==> src/rtl/pipeline_pkg.sv <==
// Shared pipeline types for the fixed point facility hazard tracking.
// StageEntry describes one in-flight instruction between EXE and WB.
// The HAZARD_BYPASS_EN macro is consumed by hazard_scoreboard, not here.
package pipeline_pkg;

  localparam int REG_ADDR_W  = 5;
  localparam int PIPE_STAGES = 3;
  localparam int FWD_W       = $clog2(PIPE_STAGES + 1);

  typedef struct packed {
    logic                  wen;
    logic [REG_ADDR_W-1:0] addr;
    logic                  is_load;
  } StageEntry;

  // Forward select for the default depth: 0 = regfile, k = stage k-1.
  typedef logic [FWD_W-1:0] FwdSel;

  localparam StageEntry BUBBLE = StageEntry'('0);

endpackage

==> src/rtl/hazard_scoreboard_match.sv <==
// Per-read-port match against every tracked stage.
// Reports the youngest (lowest index) matching stage, whether any stage
// matched, and whether that youngest match is a load not yet forwardable.
module hazard_match
  import pipeline_pkg::*;
#(
  parameter int NUM_STAGES = PIPE_STAGES,
  parameter int LOAD_STAGE = 1,
  parameter int IDX_W      = FWD_W
) (
  input  StageEntry             st [NUM_STAGES],
  input  logic [REG_ADDR_W-1:0] rs_addr,
  input  logic                  oen,
  output logic [IDX_W-1:0]      match_idx,
  output logic                  hit,
  output logic                  load_pending
);

  // Scan oldest to youngest so the youngest match overwrites older ones.
  always_comb begin
    match_idx    = '0;
    hit          = 1'b0;
    load_pending = 1'b0;
    for (int i = NUM_STAGES - 1; i >= 0; i--) begin
      if (oen && st[i].wen && (st[i].addr == rs_addr)) begin
        match_idx    = IDX_W'(i);
        hit          = 1'b1;
        load_pending = st[i].is_load && (i < LOAD_STAGE);
      end
    end
  end

endmodule

==> src/rtl/hazard_scoreboard.sv <==
// RAW-hazard scoreboard: tracks in-flight destinations from EXE to WB,
// raises the decode stall and, when built with HAZARD_BYPASS_EN, drives
// per-port forward selects so only not-yet-available load data stalls.
// Without HAZARD_BYPASS_EN any match stalls and fwd_sel is tied to 0.
module hazard_scoreboard
  import pipeline_pkg::*;
#(
  parameter int NUM_STAGES = PIPE_STAGES,
  parameter int NUM_RS     = 3,
  parameter int ADDR_W     = REG_ADDR_W,
  parameter int LOAD_STAGE = 1,
  parameter int CNT_W      = 16
) (
  input  logic                                      clk,
  input  logic                                      reset,
  input  logic                                      dec_valid,
  input  logic [NUM_RS*ADDR_W-1:0]                  dec_rs_addr,
  input  logic [NUM_RS-1:0]                         dec_rs_oen,
  input  logic [ADDR_W-1:0]                         dec_wb_addr,
  input  logic                                      dec_rf_wen,
  input  logic                                      dec_is_load,
  input  logic                                      dec_kill,
  input  logic                                      cmiss_stall,
  output logic                                      hazard_stall,
  output logic [NUM_RS*$clog2(NUM_STAGES+1)-1:0]    fwd_sel,
  output logic                                      wb_rf_wen,
  output logic [ADDR_W-1:0]                         wb_wb_addr,
  output logic [CNT_W-1:0]                          stall_cnt
);

  localparam int SEL_W = $clog2(NUM_STAGES + 1);

  StageEntry          st [NUM_STAGES];
  logic [NUM_RS-1:0]  port_hit;
  logic [NUM_RS-1:0]  port_load;
  logic [NUM_RS-1:0]  port_stall;
  logic [SEL_W-1:0]   port_idx [NUM_RS];
  logic               raw;
  logic [CNT_W-1:0]   stall_cnt_q;

  genvar p;
  generate
    for (p = 0; p < NUM_RS; p++) begin : g_port
      hazard_match #(
        .NUM_STAGES (NUM_STAGES),
        .LOAD_STAGE (LOAD_STAGE),
        .IDX_W      (SEL_W)
      ) u_match (
        .st           (st),
        .rs_addr      (dec_rs_addr[p*ADDR_W +: ADDR_W]),
        .oen          (dec_rs_oen[p]),
        .match_idx    (port_idx[p]),
        .hit          (port_hit[p]),
        .load_pending (port_load[p])
      );
`ifdef HAZARD_BYPASS_EN
      // Only a load still short of its forwarding stage has to wait.
      assign port_stall[p] = port_load[p];
      assign fwd_sel[p*SEL_W +: SEL_W] =
        (port_hit[p] && !port_load[p]) ? port_idx[p] + SEL_W'(1) : '0;
`else
      // No bypass network: any in-flight writer blocks the read.
      logic unused_sel;
      assign unused_sel = ^{port_idx[p], port_load[p]};
      assign port_stall[p] = port_hit[p];
      assign fwd_sel[p*SEL_W +: SEL_W] = '0;
`endif
    end
  endgenerate

  // A killed decode slot never stalls; it is replaced by a bubble instead.
  assign raw          = |port_stall;
  assign hazard_stall = raw & dec_valid & ~dec_kill;

  assign wb_rf_wen  = st[NUM_STAGES-1].wen;
  assign wb_wb_addr = st[NUM_STAGES-1].addr;
  assign stall_cnt  = stall_cnt_q;

  // Advance the stage array unless the whole pipe is frozen by a cache miss.
  always_ff @(posedge clk) begin
    if (reset) begin
      for (int i = 0; i < NUM_STAGES; i++) st[i] <= BUBBLE;
    end else if (!cmiss_stall) begin
      for (int i = NUM_STAGES - 1; i > 0; i--) st[i] <= st[i-1];
      if (dec_kill || hazard_stall || !dec_valid) begin
        st[0] <= BUBBLE;
      end else begin
        st[0].wen     <= dec_rf_wen;
        st[0].addr    <= dec_wb_addr;
        st[0].is_load <= dec_is_load & dec_rf_wen;
      end
    end
  end

  // Saturating count of stall cycles that actually cost a decode slot.
  always_ff @(posedge clk) begin
    if (reset) begin
      stall_cnt_q <= '0;
    end else if (hazard_stall && !cmiss_stall && !(&stall_cnt_q)) begin
      stall_cnt_q <= stall_cnt_q + CNT_W'(1);
    end
  end

endmodule
==> config.mk <==
export PLATFORM = sky130hd
export DESIGN_NAME = hazard_scoreboard
export DESIGN_NICKNAME = d
export VERILOG_FILES = /design/src/rtl/pipeline_pkg.sv /design/src/rtl/hazard_scoreboard_match.sv /design/src/rtl/hazard_scoreboard.sv
export SDC_FILE = /design/constraint.sdc
export NUM_CORES = 1
export LEC_CHECK = 0
export CAP_MARGIN = 20
export CORE_MARGIN = 4
export CORE_UTILIZATION = 30
export DETAILED_ROUTE_END_ITERATION = 10
export PLACE_DENSITY = 0.65
export SYNTH_ARGS = -nofsm -noshare
export SYNTH_HDL_FRONTEND = slang
export SYNTH_SLANG_ARGS = --single-unit
==> constraint.sdc <==
create_clock -name clk -period 2.28 [get_ports clk]
set_clock_uncertainty 0.2 [all_clocks]
set_input_delay 0.456 -clock clk [delete_from_list [all_inputs] [get_ports clk]]
set_output_delay 0.456 -clock clk [all_outputs]
set_load 0.03 [all_outputs]
==> results.cfg, run 1 <==
[pwr]
power_leakage_nw = 1.38
irDropWorstVdd_uv = 224
sw_frac_of_total = 0.244
power_density_nw_per_um2 = 397
power_frac_comb = 0.135
p_int_mw = 1.01
clkPwrFrac = 0.416
power.total_mw = 1.33
switchingPower_mw = 0.326
p_seq_frac = 0.448

[clock_tree]
clk_pin_slew_ns = 0.07
cts_buffers = 5
max-clock-path-buffers = 2
cts_tree = yes
htreeDepth = 2
holdBufCountCts = 0
clock_sinks = 34
cts-root-buf = clkbuf_8
clk_latency_ns = 0.29

[sta]
fmax_ghz = 0.391
worst_slack_ns = -0.281
period_needed_ns = 2.56
hold_viol = 0
setup_viol = 16
rsz0062_at_grt = true
finalCritPeriodShare = 1.12
slew_violations = 0
setup_tns_ns = -2.15

[worst_setup_path]
r2r_slack_ns = -0.25
timing_worst_setup_path_type = register to primary output
path_buf_inv = 1
path_cells = xor2_1 -> nor4_2 -> nand4_1 -> nand4_1 -> nor3_4 -> nor3b_2 -> buf_4
crit_required_ns = 1.62
crit_end = hazard_stall
crit_path_end_kind = primary output
cp_max_fo = 4
cpMostUsedCell = nand4_1
crit_cells = 7
crit_arrival_ns = 1.90
startpoint_type = register
worstReg2RegEnd = stall_cnt[3]$_SDFFE_PP0P_
crit_start = wb_wb_addr[1]$_SDFFE_PP0N_
reg2reg_from = wb_wb_addr[1]$_SDFFE_PP0N_
critPathTopFamily = simple AND/OR/NAND/NOR gates
reg2regPathDepth = 9
critPathSlowestCell = dfxtp_4
critPathMaxStageDelay_ns = 0.37

[placement]
port_buffers = 51
place.gp.congestion = 0.891
dp_hpwl_mm = 4.53
place_area_um2 = 2940

[grt]
grtUsageTotal = 0.146
grt_pass1_vias = 2030
grt_max_degree = 17
antenna_found_initial = 0
grt_pass1_wl_mm = 9.91
overflow = 0

[run]
max_cap_violations = 0

[cells_and_area]
postLayoutCellArea_um2 = 3360
diodes = 0
area_delta_synth_final_pct = 58.9
fin_nets = 357
drive_above_1_share = 0.394
utilization = 0.491

[synth]
async_flop_share = 0
syn-cell-area_um2 = 2110
ys.flop_type = dfxtp_1
ys_ff_latch = 34
avgSynthCellArea_um2 = 9.03
synthDistinctLibCells = 38
ys_warn_count = 0
synth-edff-count = 0
synthCells = 234
ys_seq_area_frac = 0.322

[die]
dieArea_um2 = 8450
ios = 59
die_h_um = 91.9
die_x_um = 91.9
row_count = 30
start_util = 0.309
core_um2 = 6830

[routing]
ant_nets = 0
vias = 2060
wl_per_cell_um = 14.8
remaining_drc_errors = 0
drt_iter0_markers = 75
totalWireLength_mm = 6.25
drt-pass1-iter-count = 4
via_per_inst = 4.87

[status]
status = finished, violations left
violations = negative setup slack

[hold_path]
holdPathStages = 2
min_path_type = register to register
==> tightest hold or removal path: cells and delay by family (launching register included) <==
family | cells | cell delay, ns
compound gates | 2 | 0.13
flops | 1 | 0.35
==> through the flow <==
stage | hold slack (ns) | std cells | setup WS (ns)
global placement | 0.282 | 406 | -0.668
CTS | 0.333 | 422 | -0.273
detailed placement | 0.295 | 406 | -0.730
finish | 0.315 | 423 | -0.281
floorplan | 0.317 | 239 | -0.0252
global route | 0.341 | 423 | -0.322
==> state kept, by name, summed over array words and instances, names as in the netlist <==
register / cells
stall_cnt: 16
wb_rf_wen: 1
wb_wb_addr: 5
st: 12
==> cell usage after synthesis, drive strengths merged (3+ instances only) <==
library cell	count	area, um^2
nand2	3	11.3
xor2	33	289
mux2i	13	130
a22o	6	52.6
dfxtp	34	681
buf	19	155
a21oi	14	70.1
or3	12	83.8
o21ai	14	73.8
and3	6	55.1
clkbuf	8	37.5
nand3	7	35.0
nor4	8	50.1
xnor2	13	114
nand4	15	93.8
nor2	14	52.6
==> worst min path at each step <==
stage / to / slack [ns] / from
finish: stall_cnt[14]$_SDFFE_PP0P_ / 0.32 / stall_cnt[14]$_SDFFE_PP0P_
global route: stall_cnt[14]$_SDFFE_PP0P_ / 0.34 / stall_cnt[14]$_SDFFE_PP0P_
CTS: stall_cnt[9]$_SDFFE_PP0P_ / 0.33 / stall_cnt[9]$_SDFFE_PP0P_
detailed placement: stall_cnt[9]$_SDFFE_PP0P_ / 0.30 / stall_cnt[9]$_SDFFE_PP0P_
global placement: stall_cnt[9]$_SDFFE_PP0P_ / 0.28 / stall_cnt[9]$_SDFFE_PP0P_
floorplan: st[20]$_SDFFE_PP0N_ / 0.32 / st[20]$_SDFFE_PP0N_
==> final cells by class <==
class	instances	area, um^2
timing repair buffer	107	976
sequential	34	716
tap	96	120
multi-input combinational	176	1430
fill	649	3470
clock inverter	1	30.0
inverter	2	7.51
clock buffer	7	76.3
==> power groups by stage <==
| stage | clock [mW] | sequential, mW | combinational [mW] |
|---|---|---|---|
| 3_3_place_gp | 0 | 0.620 | 0.179 |
| 3_5_place_dp | 0 | 0.619 | 0.180 |
| 5_1_grt | 0.589 | 0.599 | 0.193 |
| 2_1_floorplan | 0 | 0.614 | 0.0947 |
| 4_1_cts | 0.568 | 0.601 | 0.180 |
| 6_report | 0.555 | 0.598 | 0.181 |
==> kinds of logic (layout without fill, tap and decap cells) <==
group | Yosys count | after routing | share of synthesized area
compound gates | 37 | 37 | 0.112
xor+xnor | 46 | 46 | 0.191
fa+ha+maj | 1 | 1 | 0.00592
mux | 13 | 13 | 0.0616
buf+inv | 29 | 117 | 0.0947
simple gates | 73 | 73 | 0.211
flops | 34 | 34 | 0.322
other cells | 1 | 6 | 0.00177
==> placed cells by master, fill, tap and decap left out, drive strengths merged, types with 7 or more instances in the layout <==
cell type and n:
clkdlybuf4s15 7, xor2 33, nand4 15, nor4 8, a21oi 14, xnor2 13, nand3 7, clkdlybuf4s50 33
buf 59, dfxtp 34, clkbuf 11, o21ai 14, or3 12, mux2i 13, nor2 14
==> layer usage <==
metal  global-route usage  up-vias  routed length [um]
li1                     -     1005                   -
met1                0.171      975                2690
met2                0.265       69                3120
met3               0.0345       11                 352
met4               0.0421        0                  91
met5                    0        -                   0
==> repair_timing <==
item	4_1_cts	5_1_grt
pin swaps	27	24
buffers inserted	5	2
endpoints found under the setup margin	23	16
resized for setup	80	28
cloned	3	0
(Power assumes the default switching activity.)
==> run 2: changes to the inputs <==
REMOVE_ABC_BUFFERS = 1   (was unset)
SETUP_SLACK_MARGIN = 0.02   (was unset)
clock period = 2.3 ns   (was 2.28 ns; I/O delays follow)
==> results.cfg, run 2 (synthesized netlist as in run 1, its figures left out) <==
[status]
status = finished, violations left
violations = negative setup slack

[cells_and_area]
fin_nets = 353
fin_cells = 419
drive_above_1_share = 0.359
area_delta_synth_final_pct = 49.8
postLayoutCellArea_um2 = 3170
most-common-layout-cells = buf_4, clkdlybuf4s50_1, xor2_1
final_common_cell = buf_4
diodes = 0
largest_reg_flops = 16

[grt]
busiest_layer = met2
use_met2 = 0.234
grtUsageTotal = 0.145
grt_pass1_wl_mm = 9.77
overflow = 0
use_met3 = 0.0295
grt_max_degree = 29
use_met1 = 0.191
antenna_found_initial = 0
grt_pass1_vias = 1996

[die]
row_count = 30
dieArea_um2 = 8450
core_um2 = 6830
die_x_um = 91.9
die_h_um = 91.9
ios = 59
start_util = 0.309

[run]
max_cap_violations = 0

[routing]
vias = 2003
drt_iter0_markers = 105
totalWireLength_mm = 6.02
wl_per_cell_um = 14.4
via_per_inst = 4.78
ant_nets = 0
remaining_drc_errors = 0
drt-pass1-iter-count = 4

[sta]
period_needed_ns = 2.55
setup_viol = 16
fmax_ghz = 0.393
rsz0062_at_grt = true
slew_violations = 0
worst_slack_ns = -0.246
finalCritPeriodShare = 1.11
hold_viol = 0

[clock_tree]
clk_pin_slew_ns = 0.07
clock_sinks = 34
max-clock-path-buffers = 2
cts_tree = yes
cts_buffers = 5
htreeDepth = 2
holdBufCountCts = 0
cts-root-buf = clkbuf_8
clk_latency_ns = 0.29

[pwr]
power_leakage_nw = 1.30
power_density_nw_per_um2 = 390
irDropWorstVdd_uv = 198

[placement]
dp_hpwl_mm = 4.65
place_area_um2 = 2930
port_buffers = 51
place.gp.congestion = 0.885
dpl_worst_slack_ns = -0.656
dp.cells = 407

[worst_setup_path]
crit_required_ns = 1.64
r2r_slack_ns = -0.16
reg2regPathDepth = 10
cp_max_fo = 5
timing_worst_setup_path_type = register to primary output
crit_arrival_ns = 1.89
worstReg2RegEnd = stall_cnt[3]$_SDFFE_PP0P_
crit_path_end_kind = primary output
startpoint_type = register
reg2reg_from = wb_wb_addr[4]$_SDFFE_PP0N_

[hold_path]
holdPathStages = 2
hold_end = stall_cnt[14]$_SDFFE_PP0P_
hp-start = stall_cnt[14]$_SDFFE_PP0P_
min_path_type = register to register
## run 2: area by class of cell
class | count | area, um^2
clock buffers | 6 | 82.6
clock inverters | 2 | 12.5
fillers | 689 | 3670
inverters | 2 | 7.51
multi-input cells | 176 | 1360
flip-flops and latches | 34 | 704
well taps | 96 | 120
repair buffers | 103 | 876
## run 2: worst max-delay path, cell delays in order, from the launching register on
cell and delay, ns:
dfxtp_4 0.38, xor2_1 0.16, nor4_1 0.32, nand4_1 0.15, nand3_2 0.10, buf_6 0.10
nor3_4 0.05, nor3b_2 0.15, buf_4 0.18
## run 2: worst max path at each step
| stage | start | end | slack [ns] | cells after the start |
|---|---|---|---|---|
| after floorplan | wb_wb_addr[2]$_SDFFE_PP0N_ | hazard_stall | -0.38 | 6 |
| after global placement | dec_rs_addr[13] | hazard_stall | -0.67 | 9 |
| after detailed placement | dec_rs_addr[13] | stall_cnt[3]$_SDFFE_PP0P_ | -0.66 | 9 |
| after CTS | st[16]$_SDFFE_PP0N_ | hazard_stall | -0.27 | 8 |
| after global routing | wb_wb_addr[4]$_SDFFE_PP0N_ | hazard_stall | -0.39 | 8 |
| final | wb_wb_addr[4]$_SDFFE_PP0N_ | hazard_stall | -0.25 | 8 |
## run 2: timing repair
item / 4_1_cts / 5_1_grt
cloned: 1 / 1
gates resized for setup: 58 / 27
setup endpoints to repair: 23 / 24
pin swaps: 19 / 19
setup buffers: 2 / 1
## run 2: per-layer routing
| layer | vias up | share of wire | wire (um) |
|---|---|---|---|
| met4 | 0 | 0.013 | 77 |
| met5 | - | 0 | 0 |
| met1 | 959 | 0.45 | 2730 |
| met2 | 42 | 0.48 | 2890 |
| met3 | 4 | 0.053 | 318 |
| li1 | 998 | - | - |
## run 2: through the flow
stage / utilization / TNS [ns] / hold WS (ns) / power, mW
finish: 0.463 / -1.35 / 0.321 / 1.23
global route: 0.463 / -3.27 / 0.361 / 1.29
CTS: 0.453 / -1.27 / 0.311 / 1.25
detailed placement: 0.429 / -12.82 / 0.300 / 0.789
global placement: 0.429 / -12.42 / 0.284 / 0.788
floorplan: - / -2.82 / 0.317 / 0.677
## run 2: report_power, final
part	total [mW]	leakage [nW]	switching, mW	internal, mW
logic	0.172	0.975	0.0862	0.0862
clock network	0.466	0.0472	0.225	0.241
registers	0.596	0.281	0.00697	0.589
==> run 3: changes to the inputs <==
CTS_BUF_LIST = sky130_fd_sc_hd__clkbuf_4 sky130_fd_sc_hd__clkbuf_8   (was unset)
==> results of run 3 <==
No change in the layout: final DEF, timing and power equal those of run 2.
